==> config.mk <==
export PLATFORM = sky130hd
export DESIGN_NAME = fwd_hazard_ctrl_flat
export DESIGN_NICKNAME = d
export VERILOG_FILES = /design/src/rtl/fwd_pkg.sv /design/src/rtl/fwd_hazard_ctrl_if.sv /design/src/rtl/fwd_hazard_ctrl_md_busy_counter.sv /design/src/rtl/fwd_hazard_ctrl.sv /design/src/flat_wrapper.sv
export SDC_FILE = /design/constraint.sdc
export NUM_CORES = 1
export LEC_CHECK = 0
export CAP_MARGIN = 0
export CORE_MARGIN = 8
export CORE_UTILIZATION = 45
export CTS_CLUSTER_DIAMETER = 60
export DETAILED_ROUTE_END_ITERATION = 12
export GPL_TIMING_DRIVEN = 0
export PLACE_DENSITY = 0.69
export SLEW_MARGIN = 20
export SYNTH_ARGS = -nofsm -noshare
export SYNTH_HDL_FRONTEND = slang
export SYNTH_SLANG_ARGS = --single-unit
==> constraint.sdc <==
create_clock -name clk -period 2.24 [get_ports clk]
set_clock_uncertainty 0.15 [all_clocks]
set_input_delay 0.336 -clock clk [delete_from_list [all_inputs] [get_ports clk]]
set_output_delay 0.336 -clock clk [all_outputs]
set_load 0.03 [all_outputs]
==> src/rtl/fwd_pkg.sv <==
// rtl/fwd_pkg.sv - forwarding select codes, result kinds, Tuse/Tnew constants and stage helpers
package fwd_pkg;

  localparam logic [2:0] SEL_REG   = 3'b000;
  localparam logic [2:0] SEL_ALU_M = 3'b001;
  localparam logic [2:0] SEL_WD    = 3'b010;
  localparam logic [2:0] SEL_PC8_E = 3'b011;
  localparam logic [2:0] SEL_PC8_M = 3'b100;
  localparam logic [2:0] SEL_PC8_W = 3'b101;

  localparam logic [1:0] SRC_ALU = 2'd0;
  localparam logic [1:0] SRC_DM  = 2'd1;
  localparam logic [1:0] SRC_PC8 = 2'd2;

  localparam logic [1:0] TUSE_NONE = 2'd3;

  localparam logic [1:0] TNEW_PC8 = 2'd0;
  localparam logic [1:0] TNEW_ALU = 2'd1;
  localparam logic [1:0] TNEW_DM  = 2'd2;

  typedef struct packed {
    logic [4:0] dst;
    logic [1:0] tnew;
    logic [1:0] src;
  } prod_t;

  typedef struct packed {
    logic [4:0] rs;
    logic [4:0] rt;
    prod_t      prod;
    logic       md_start;
    logic       md_div;
  } stage_rec_t;

  function automatic logic hit(input prod_t p, input logic [4:0] addr);
    return (addr != 5'd0) && (p.dst == addr);
  endfunction

  function automatic prod_t age(input prod_t p);
    prod_t r;
    r = p;
    if (p.tnew != 2'd0) r.tnew = p.tnew - 2'd1;
    return r;
  endfunction

  // Only the newest matching stage decides; older stages are never a fallback.
  function automatic logic [2:0] fwd_sel(input logic use_e, input logic [4:0] addr,
                                         input prod_t e, input prod_t m, input prod_t w);
    if (use_e && hit(e, addr))
      return (e.tnew == TNEW_PC8 && e.src == SRC_PC8) ? SEL_PC8_E : SEL_REG;
    if (hit(m, addr)) begin
      if (m.tnew != 2'd0) return SEL_REG;
      case (m.src)
        SRC_ALU: return SEL_ALU_M;
        SRC_PC8: return SEL_PC8_M;
        default: return SEL_REG;
      endcase
    end
    if (hit(w, addr)) return (w.src == SRC_PC8) ? SEL_PC8_W : SEL_WD;
    return SEL_REG;
  endfunction

  function automatic logic src_stall(input logic [4:0] addr, input logic [1:0] tuse,
                                     input prod_t e, input prod_t m);
    return (tuse != TUSE_NONE) &&
           ((hit(e, addr) && e.tnew > tuse) || (hit(m, addr) && m.tnew > tuse));
  endfunction

endpackage

==> src/rtl/fwd_hazard_ctrl_if.sv <==
// rtl/fwd_hazard_ctrl_if.sv - decode-side hazard/forwarding bundle; stall_cnt present with STALL_STATS_EN
interface fwd_hazard_ctrl_if;
  logic [4:0]  rs_D, rt_D, dst_D;
  logic [1:0]  tuse_rs_D, tuse_rt_D, tnew_D, src_D;
  logic        md_start_D, md_div_D, md_use_D;
  logic        stall, md_busy;
  logic [2:0]  sel_rs_D, sel_rt_D, sel_rs_E, sel_rt_E, sel_rt_M;
`ifdef STALL_STATS_EN
  logic [31:0] stall_cnt;
`endif

  modport master (
    output rs_D, rt_D, tuse_rs_D, tuse_rt_D, dst_D, tnew_D, src_D,
    output md_start_D, md_div_D, md_use_D,
    input  stall, sel_rs_D, sel_rt_D, sel_rs_E, sel_rt_E, sel_rt_M, md_busy
`ifdef STALL_STATS_EN
    , input stall_cnt
`endif
  );

  modport slave (
    input  rs_D, rt_D, tuse_rs_D, tuse_rt_D, dst_D, tnew_D, src_D,
    input  md_start_D, md_div_D, md_use_D,
    output stall, sel_rs_D, sel_rt_D, sel_rs_E, sel_rt_E, sel_rt_M, md_busy
`ifdef STALL_STATS_EN
    , output stall_cnt
`endif
  );
endinterface

==> src/rtl/fwd_hazard_ctrl_md_busy_counter.sv <==
// rtl/fwd_hazard_ctrl_md_busy_counter.sv - mult/div busy timer, loaded when the op sits in E
module md_busy_counter #(
  parameter int MULT_CYCLES = 5,
  parameter int DIV_CYCLES  = 10,
  parameter int CNT_W       = 4
) (
  input  logic clk,
  input  logic reset,
  input  logic start,
  input  logic is_div,
  output logic busy
);

  logic [CNT_W-1:0] cnt;

  // A start while already counting simply reloads.
  always_ff @(posedge clk or negedge reset) begin
    if (!reset)
      cnt <= '0;
    else if (start)
      cnt <= is_div ? CNT_W'(DIV_CYCLES) : CNT_W'(MULT_CYCLES);
    else if (cnt != '0)
      cnt <= cnt - 1'b1;
  end

  assign busy = (cnt != '0) | start;

endmodule

==> src/rtl/fwd_hazard_ctrl.sv <==
// rtl/fwd_hazard_ctrl.sv - forwarding select and stall control beside decode; STALL_STATS_EN adds stall_cnt
module fwd_hazard_ctrl
  import fwd_pkg::*;
#(
  parameter int MULT_CYCLES = 5,
  parameter int DIV_CYCLES  = 10,
  parameter int CNT_W       = 4
) (
  input logic              clk,
  input logic              reset,
  fwd_hazard_ctrl_if.slave bus
);

  stage_rec_t rec_d, rec_e, rec_m, rec_w;
  logic       busy, stall;
  logic       unused_w_bits;

  assign rec_d = '{rs: bus.rs_D, rt: bus.rt_D,
                   prod: '{dst: bus.dst_D, tnew: bus.tnew_D, src: bus.src_D},
                   md_start: bus.md_start_D, md_div: bus.md_div_D};

  assign stall = src_stall(bus.rs_D, bus.tuse_rs_D, rec_e.prod, rec_m.prod)
               | src_stall(bus.rt_D, bus.tuse_rt_D, rec_e.prod, rec_m.prod)
               | (bus.md_use_D & busy);

  // A stalled D instruction leaves a bubble in E rather than advancing.
  always_ff @(posedge clk or negedge reset) begin
    if (!reset) begin
      rec_e <= '0;
      rec_m <= '0;
      rec_w <= '0;
    end else begin
      rec_w <= rec_m;
      rec_m <= '{rs: rec_e.rs, rt: rec_e.rt, prod: age(rec_e.prod),
                 md_start: rec_e.md_start, md_div: rec_e.md_div};
      rec_e <= stall ? '0 : rec_d;
    end
  end

  md_busy_counter #(
    .MULT_CYCLES(MULT_CYCLES),
    .DIV_CYCLES (DIV_CYCLES),
    .CNT_W      (CNT_W)
  ) u_md_busy (
    .clk   (clk),
    .reset (reset),
    .start (rec_e.md_start),
    .is_div(rec_e.md_div),
    .busy  (busy)
  );

  assign bus.stall    = stall;
  assign bus.md_busy  = busy;
  assign bus.sel_rs_D = fwd_sel(1'b1, bus.rs_D, rec_e.prod, rec_m.prod, rec_w.prod);
  assign bus.sel_rt_D = fwd_sel(1'b1, bus.rt_D, rec_e.prod, rec_m.prod, rec_w.prod);
  assign bus.sel_rs_E = fwd_sel(1'b0, rec_e.rs, '0, rec_m.prod, rec_w.prod);
  assign bus.sel_rt_E = fwd_sel(1'b0, rec_e.rt, '0, rec_m.prod, rec_w.prod);
  assign bus.sel_rt_M = fwd_sel(1'b0, rec_m.rt, '0, '0, rec_w.prod);

  assign unused_w_bits = ^{rec_w.rs, rec_w.rt, rec_w.prod.tnew, rec_w.md_start, rec_w.md_div};

`ifdef STALL_STATS_EN
  logic [31:0] stall_cnt_q;

  always_ff @(posedge clk or negedge reset) begin
    if (!reset)
      stall_cnt_q <= '0;
    else if (stall)
      stall_cnt_q <= stall_cnt_q + 32'd1;
  end

  assign bus.stall_cnt = stall_cnt_q;
`endif

endmodule

==> src/flat_wrapper.sv <==
// flat-port wrapper written by rule: the top's interface ports become plain ports
module fwd_hazard_ctrl_flat import fwd_pkg::*;
#(
  parameter int MULT_CYCLES = 5,
  parameter int DIV_CYCLES  = 10,
  parameter int CNT_W       = 4
)
  (clk, reset, bus_rs_D, bus_rt_D, bus_tuse_rs_D, bus_tuse_rt_D, bus_dst_D, bus_tnew_D, bus_src_D, bus_md_start_D, bus_md_div_D, bus_md_use_D, bus_stall, bus_sel_rs_D, bus_sel_rt_D, bus_sel_rs_E, bus_sel_rt_E, bus_sel_rt_M, bus_md_busy);
  fwd_hazard_ctrl_if bus_i ();
  input logic clk;
  input logic reset;
  input wire logic [$bits(bus_i.rs_D)-1:0] bus_rs_D;
  input wire logic [$bits(bus_i.rt_D)-1:0] bus_rt_D;
  input wire logic [$bits(bus_i.tuse_rs_D)-1:0] bus_tuse_rs_D;
  input wire logic [$bits(bus_i.tuse_rt_D)-1:0] bus_tuse_rt_D;
  input wire logic [$bits(bus_i.dst_D)-1:0] bus_dst_D;
  input wire logic [$bits(bus_i.tnew_D)-1:0] bus_tnew_D;
  input wire logic [$bits(bus_i.src_D)-1:0] bus_src_D;
  input wire logic [$bits(bus_i.md_start_D)-1:0] bus_md_start_D;
  input wire logic [$bits(bus_i.md_div_D)-1:0] bus_md_div_D;
  input wire logic [$bits(bus_i.md_use_D)-1:0] bus_md_use_D;
  output wire logic [$bits(bus_i.stall)-1:0] bus_stall;
  output wire logic [$bits(bus_i.sel_rs_D)-1:0] bus_sel_rs_D;
  output wire logic [$bits(bus_i.sel_rt_D)-1:0] bus_sel_rt_D;
  output wire logic [$bits(bus_i.sel_rs_E)-1:0] bus_sel_rs_E;
  output wire logic [$bits(bus_i.sel_rt_E)-1:0] bus_sel_rt_E;
  output wire logic [$bits(bus_i.sel_rt_M)-1:0] bus_sel_rt_M;
  output wire logic [$bits(bus_i.md_busy)-1:0] bus_md_busy;
  assign bus_i.rs_D = bus_rs_D;
  assign bus_i.rt_D = bus_rt_D;
  assign bus_i.tuse_rs_D = bus_tuse_rs_D;
  assign bus_i.tuse_rt_D = bus_tuse_rt_D;
  assign bus_i.dst_D = bus_dst_D;
  assign bus_i.tnew_D = bus_tnew_D;
  assign bus_i.src_D = bus_src_D;
  assign bus_i.md_start_D = bus_md_start_D;
  assign bus_i.md_div_D = bus_md_div_D;
  assign bus_i.md_use_D = bus_md_use_D;
  assign bus_stall = bus_i.stall;
  assign bus_sel_rs_D = bus_i.sel_rs_D;
  assign bus_sel_rt_D = bus_i.sel_rt_D;
  assign bus_sel_rs_E = bus_i.sel_rs_E;
  assign bus_sel_rt_E = bus_i.sel_rt_E;
  assign bus_sel_rt_M = bus_i.sel_rt_M;
  assign bus_md_busy = bus_i.md_busy;
  fwd_hazard_ctrl #(.MULT_CYCLES(MULT_CYCLES), .DIV_CYCLES(DIV_CYCLES), .CNT_W(CNT_W)) u_core (.clk(clk), .reset(reset), .bus(bus_i));
endmodule
; ---- Yosys cells after proc, flatten, opt, wreduce, memory -nomap -nowiden
; Index checks and enable logic that the tools add are counted.
[op_classes]
eq_ne = 16
n_bitwise = 4
add_sub_neg = 2
n_reduce_logical = 33
order_cmp = 4
muxes = 67
[ops]
columns = op, n
row1 = 2-to-1 mux 3 bit, 32
row2 = equality test 5 bit, 11
row3 = 2-to-1 mux 1 bit, 28
row4 = nonzero test 5 bit, 5
row5 = 2-to-1 mux 21 bit, 1
row6 = logical AND 1 bit, 19
row7 = 2-to-1 mux 4 bit, 3
row8 = > comparator 2 bit, 4
row9 = equality test 2 bit (second input constant), 3
row10 = one-hot mux 3 bit (2 select lines), 1
row11 = nonzero test 2 bit, 3
row12 = logical NOT 5 bit, 1
row13 = logical NOT 2 bit, 2
row14 = 2-to-1 mux 2 bit, 2
row15 = inequality test 2 bit (second input constant), 2
row16 = nonzero test 4 bit, 1
row17 = subtractor 4 x 1 -> 4 bit (second input constant), 1
row18 = OR 1 bit, 3
row19 = logical OR 1 bit, 2
row20 = subtractor 2 x 1 -> 2 bit (second input constant), 1
row21 = AND 1 bit, 1
[word_totals]
output_inout_bits = 17
word_cells = 140
register_bits = 46

; ---- Depth between registers and ports, before layout
; Gate-level depths: netlist (run 1).
[depth]
ltp_word = 11
depth_mapped = 9
ltp_nobuf = 7

; ---- Cells and area by module
; From an unflattened synthesis (run 1), not the netlist that was laid out.
[unflattened]
hier_cells = 280
hier_area_um2 = 2748.9
[modules_own_cells]
columns = mod, area_per_inst_um2, n_inst, cells_per_inst, seq_area_each_um2
row1 = fwd_hazard_ctrl, 2507.4, 1, 258, 1051.0
row2 = md_busy_counter, 241.5, 1, 22, 100.1

; ---- Worst setup path after synthesis (run 1)
; No wires, ideal clock.
[synth_timing]
kind = register to output
startpoint = register u_core.rec_w[7] (netlist bit)
endpoint = output bus_sel_rt_M[2]
path_buffers = 2
setup_slack_ns = -0.340
path_stages_with_launch = 8
arrival_ns = 2.094
path_cell_list = dfrtp_1 > clkbuf_1 > nor4_1 > nor3_1 > a21oi_1 > or4_1 > nor2_1 > buf_4
[synth_via]
elab_chain_cells = 6
elab_cells_between_ends = 7
classes_between = eq/ne: 1 / mux: 5 / reduce/logical: 1
[synth_lines]
columns = element, line
row1 = start: declaration, fwd_hazard_ctrl.sv:14  ; stage_rec_t rec_d, rec_e, rec_m, rec_w;
row2 = start signal: assignment, fwd_hazard_ctrl.sv:33  ; rec_w <= rec_m;
row3 = equality test 5 bit (*), fwd_pkg.sv:36  ; return (addr != 5'd0) && (p.dst == addr);
row4 = logical AND 1 bit (*), fwd_pkg.sv:36
row5 = 2-to-1 mux 1 bit (2 in series), fwd_pkg.sv:59  ; if (hit(w, addr)) return (w.src == SRC_PC8) ? SEL_PC8_W : SEL_WD;
row6 = 2-to-1 mux 3 bit (*), fwd_pkg.sv:60  ; return SEL_REG;
row7 = 2-to-1 mux 3 bit (*), fwd_pkg.sv:59
row8 = end: declaration, flat_wrapper.sv:27  ; output wire logic [$bits(bus_i.sel_rt_M)-1:0] bus_sel_rt_M;
; Mark *: on every way between the ends. The rest lies on a longest branch, timed or not. The select of a mux whose other input is x is not followed.

; ---- Worst setup path in the final report (run 1)
[layout_timing]
startpoint = register u_core.rec_w[10] (netlist bit)
endpoint = output bus_sel_rt_M[1]
; The elaborated chain is that of the path after synthesis.

==> out/results.ini, run 1 <==
[sta]
finalCritPeriodShare = 1.13
hold_viol_final = 0
drv_slew = 0
worst_slack_ps = -290
setup_viol = 16
rsz0062_at_grt = yes
relSlewSlack = 0.581
worstMarginPinSlew_ps = 627
fmax_ghz = 0.395
hold_ws_ps = 118
min_period_ps = 2530

[critical_path]
critPathLaunchType = register
cp.arrival_ps = 2040
crit_required_ps = 1750
worstRegToRegCells = 8
end_kind = primary output
cp_max_fo = 2
path_class = register to primary output
reg2reg_setup_slack_ps = 120

[clock_tree]
clock_latency_ps = 300
numCtsBuffers = 5
clock_path_buffers = 2
ctsRootBufferMaster = clkbuf_8
cts_sinks = 46
clk_pin_slew_ps = 80
cts_tree = done
htree_levels = 2

[synth]
synth_area_um2 = 2740
syn_area_per_cell_um2 = 9.76
synth.distinct_cells = 45
synth_nets = 319
synth_warnings = 0
synth-edff-count = 0
synth_top_flop_cell = dfrtp_1
yosysSeqAreaShare = 0.420
syn_inst = 281
ys_seq_elements = 46
async_reset_ff_frac = 1.00

[route]
num_vias = 2323
route.detailed.drc = 0
dr.pass1.iters = 4
drt_iter0_markers = 141
wl_met3_um = 347
via_per_inst = 5.30
wl_met2_um = 3960
wl_met1_um = 2940
post_drt_wl_per_cell_um = 16.8
routed.top_layer = met4
ant_nets = 0
wl_um = 7380

[final_layout]
diodes = 0
multi_input_comb_area_um2 = 1860
syn_to_final_growth_pct = 50.1
drive_above_1_share = 0.441
regArea_um2 = 1160
n_fill_cell = 440
nets = 400
final_cell_area_um2 = 4120
final_core_util = 0.695

[grt]
grt_max_degree = 29
grt_first_pass_wirelength_um = 11900
grt_use_total = 0.170
grt_antenna_before_repair = 0
overflow = 0
grt_pass1_vias = 2445

[floorplan]
die_h_um = 94.1
core_area_um2 = 5920
die_w_um = 94.1
floorplan.rows = 28
boundaryPins = 45
start_util = 0.463
die_area_um2 = 8850

[pwr]
leakagePower_nw = 1.81
powerDensity_nw_per_um2 = 674
peakVddDrop_uv = 522

[worst_hold_path]
hold_path.class = input pin to register
hold_path_depth = 3

[placement]
hpwl_um = 5130
preCtsSetupSlack_ps = -1240
io_buffer_count = 42
gp_congestion = 0.811
dpl_cell_area_um2 = 3320

[outcome]
violations = setup timing
outcome = finished with violations

[job]
max_cap_violations = 0

==> timing repair <==
| action | in CTS | in global routing |
|---|---|---|
| resized for setup | 194 | 53 |
| setup endpoints to repair | 37 | 25 |
| pin swaps | 33 | 31 |
| hold buffers | 1 | 0 |
| gates cloned | 0 | 0 |
| buffers inserted | 25 | 12 |
| endpoints found under the hold margin | 18 | 0 |
==> where the power goes <==
group          internal (mW)  total [mW]  switching (mW)
Clock                  0.255       0.531           0.276
Combinational          0.598        1.14           0.545
Sequential             0.957        1.10           0.145
Total                   1.81        2.77           0.966
==> critical path, cell delays in order (launching register included) <==
cell and delay, ps:
dfrtp_2 410, buf_6 110, nor4_2 40, nor3_4 170
a21oi_1 60, or4_4 570, buf_4 160, nor2_4 80
buf_6 130
==> cell type report <==
class,count,share of cell area
Inverter,9,0.00820
Sequential cell,46,0.282
Clock inverter,1,0.00213
Clock buffer,7,0.0210
Tap cell,75,0.0228
Multi-Input combinational cell,211,0.451
Timing Repair Buffer,81,0.196
Buffer,8,0.0167
==> registers in the layout, indices dropped and copies added (netlist names) <==
name                  count
u_core.rec_e             21
u_core.rec_m             14
u_core.rec_w              7
u_core.u_md_busy.cnt      4
==> per-layer routing <==
layer / vias to the layer above / GRT usage
met5: - / 0
met4: 0 / 0.0555
met3: 13 / 0.0440
met2: 59 / 0.298
met1: 1129 / 0.197
li1: 1122 / -
==> layout by cell type (no fill, tap or decap), types with 9 or more instances in the layout <==
| master | count |
|---|---|
| nor2_2 | 10 |
| xnor2_2 | 15 |
| dfrtp_1 | 37 |
| nand2_1 | 15 |
| xnor2_1 | 26 |
| ha_1 | 9 |
| nand3_1 | 29 |
| buf_4 | 27 |
| dfrtp_2 | 9 |
| nor2_1 | 13 |
| buf_6 | 32 |
| xor2_1 | 13 |
| clkdlybuf4s50_1 | 12 |
==> through the flow <==
| stage | TNS (ps) | cells | power [mW] |
|---|---|---|---|
| 2_1_floorplan | -149 | 281 | 1.64 |
| 3_3_place_gp | -44110 | 398 | 1.88 |
| 3_5_place_dp | -21140 | 399 | 1.91 |
| 4_1_cts | -2630 | 428 | 2.62 |
| 5_1_grt | -4370 | 438 | 2.94 |
| 6_report | -3210 | 438 | 2.77 |
==> Yosys cell counts (all sizes together), types with 2 or more instances <==
master | number | area, um^2
a31oi | 2 | 12.5
nand2 | 17 | 63.8
a22oi | 3 | 22.5
and2 | 2 | 12.5
mux2i | 2 | 20.0
or3 | 2 | 12.5
nor4b | 2 | 32.5
nor2 | 29 | 139
dfrtp | 46 | 1150
nand3 | 31 | 155
clkbuf | 8 | 33.8
inv | 9 | 33.8
a21oi | 10 | 50.1
or4b | 2 | 20.0
o21ai | 4 | 20.0
xnor2 | 42 | 368
o211a | 2 | 20.0
nor4 | 2 | 12.5
ha | 10 | 125
or4 | 7 | 56.3
xor2 | 14 | 123
o211ai | 4 | 35.0
nor2b | 4 | 25.0
nand2b | 2 | 12.5
or2 | 2 | 15.0
nor3 | 8 | 40.0
buf | 7 | 52.5
==> path summary, 6_finish.rpt <==
| path | end | start |
|---|---|---|
| min | u_core.rec_e[15]$_DFF_PN0_ | bus_rt_D[4] |
| min in group asynchronous | u_core.rec_e[14]$_DFF_PN0_ | reset |
| max in group asynchronous | u_core.rec_e[5]$_DFF_PN0_ | reset |
| max | bus_sel_rt_M[1] | u_core.rec_w[10]$_DFF_PN0_ |
| max reg2reg | u_core.rec_e[4]$_DFF_PN0_ | u_core.rec_m[4]$_DFF_PN0_ |
| min reg2reg | u_core.rec_m[3]$_DFF_PN0_ | u_core.rec_e[3]$_DFF_PN0_ |
==> kinds of logic after synthesis <==
logic type / Yosys count / share of synthesized area
AO/OA/AOI/OAI: 31 / 0.0798
XOR/XNOR: 56 / 0.179
adder cells (fa/ha/maj): 10 / 0.0456
buffers and inverters: 24 / 0.0438
flip-flops: 46 / 0.420
multiplexers: 2 / 0.00730
AND/OR/NAND/NOR: 112 / 0.225
Note: power is estimated with default switching activity, not from simulation.
==> inputs of run 2 (changes only) <==
CTS_CLUSTER_SIZE = 40   (was unset)
REMOVE_ABC_BUFFERS = 1   (was unset)
==> run 2 against run 1 <==
Compared with the run above:
- the run still ends with setup timing left
- register-to-register slack got worse by 30 ps
- cell count shrank 1.1%
- sequential cell count unchanged
- first-iteration DRC count down 7.8%
==> out/results.ini, run 2 (synthesis results as in run 1) <==
[final_layout]
largest_reg_flops = 21
regArea_um2 = 1170
nets = 395
final_core_util = 0.713
multi_input_comb_area_um2 = 2050
top_register = u_core.rec_e
diodes = 0
reg_top3 = u_core.rec_e x21, u_core.rec_m x14, u_core.rec_w x7
final_common_cell = dfrtp_1
drive_above_1_share = 0.480
mostFrequentLayoutCells = dfrtp_1 (32), xnor2_1 (29), nand3_1 (25)
syn_to_final_growth_pct = 53.9
n_fill_cell = 412

[outcome]
outcome = finished with violations
violations = setup timing

[clock_tree]
clock_path_buffers = 2
htree_levels = 2
cts_tree = done
clock_latency_ps = 300
cts_sinks = 46
clk_pin_slew_ps = 80
ctsRootBufferMaster = clkbuf_8
numCtsBuffers = 5

[sta]
drv_slew = 0
worstMarginPinSlew_ps = 745
fmax_ghz = 0.385
relSlewSlack = 0.502
min_period_ps = 2600
worst_slack_ps = -359
finalCritPeriodShare = 1.16
hold_viol_final = 0
setup_viol = 16
rsz0062_at_grt = yes
hold_ws_ps = 184

[route]
num_vias = 2424
via_per_inst = 5.60
drt_iter0_markers = 130
dr.pass1.iters = 4
route.detailed.drc = 0
wl_um = 8570
ant_nets = 0
post_drt_wl_per_cell_um = 19.8

[grt]
grt_use_total = 0.183
gr-usage-met2 = 0.309
grt_antenna_before_repair = 0
overflow = 0
gr-usage-met3 = 0.0536
grt_first_pass_wirelength_um = 12500
grt_pass1_vias = 2527
grt.met1_usage = 0.210
grt_max_degree = 31
top_usage_layer = met2

[floorplan]
core_area_um2 = 5920
start_util = 0.463
die_h_um = 94.1
floorplan.rows = 28
die_w_um = 94.1
die_area_um2 = 8850
boundaryPins = 45

[worst_hold_path]
hold_path.class = input pin to register

[pwr]
powerDensity_nw_per_um2 = 678
sw_frac_of_total = 0.355
p_seq_frac = 0.391
leakagePower_nw = 1.79
power.switching_mw = 1.02
pwr-share-comb = 0.403
p_clk_frac = 0.206
p_int_mw = 1.84
peakVddDrop_uv = 390
totalPowerFinal_mw = 2.86

[job]
max_cap_violations = 0

[critical_path]
crit_required_ps = 1750
end_kind = primary output
max_stage_delay_ps = 420
cp.arrival_ps = 2110
path_class = input pin to primary output
cp_max_fo = 3
crit_chain = clkdlybuf4s15_2, inv_1, ha_4, a21oi_1, a2111oi_4, a2bb2oi_4, nand3b_1, buf_6
cpMaxStageDelayCell = a2111oi_4
critPathLaunchType = input pin

[placement]
gp_congestion = 0.819
hpwl_um = 4820
io_buffer_count = 44

[run 2: what timing repair did]
item,4_1_cts,5_1_grt
pin swaps,32,33
setup buffers,26,12
endpoints found under the hold margin,16,0
gates cloned,3,0
endpoints found under the setup margin,38,37
gates resized for setup,196,80
hold buffers,1,0
[run 2: cell type report]
class,instances,area share
tap,75,0.0222
timing repair buffer,81,0.182
inverter,9,0.00800
multi-input combinational,214,0.485
clock buffer,8,0.0261
sequential,46,0.277
[run 2: power by group through the flow]
stage          clock network (mW)  logic, mW  registers [mW]
6_report                    0.588       1.15            1.12
5_1_grt                     0.638       1.24            1.14
4_1_cts                     0.595      0.954            1.10
3_5_place_dp                    0      0.754            1.11
3_3_place_gp                    0      0.726            1.11
2_1_floorplan                   0      0.523            1.07
[run 2: per-layer routing]
layer / vias to the layer above / wire length [um]
li1: 1122 / -
met1: 1195 / 3410
met2: 84 / 4490
met3: 23 / 444
met4: 0 / 224
met5: - / 0
[run 2: worst paths after layout]
kind	start	to	depth (start not counted)	slack [ps]
min in group asynchronous	reset	u_core.rec_m[15]$_DFF_PN0_	2	340
setup / recovery	bus_tuse_rt_D[1]	bus_stall	8	-360
setup reg to reg	u_core.rec_e[5]$_DFF_PN0_	u_core.rec_e[11]$_DFF_PN0_	7	90
max in group asynchronous	reset	u_core.rec_m[9]$_DFF_PN0_	3	1070
hold reg to reg	u_core.rec_e[3]$_DFF_PN0_	u_core.rec_m[3]$_DFF_PN0_	0	220
hold / removal	bus_rt_D[3]	u_core.rec_e[14]$_DFF_PN0_	3	180
[run 2: worst max-delay path: cells and delay by family]
kind                     cells  cell delay (ps)
adder cells (fa/ha/maj)      1              310
AO/OA/AOI/OAI                3              750
buffers and inverters        3              560
AND/OR/NAND/NOR              1              150
[run 2: through the flow]
step                      worst slack (ps)  instance area, um^2  instances  setup TNS, ps
after global routing                  -460                 4220        433          -4730
after global placement               -1970                 3190        385         -59740
after CTS                             -308                 3790        424          -5100
after detailed placement             -1910                 3220        386         -30760
after floorplan                       -522                 2660        266          -1960
final                                 -359                 4220        433          -3440
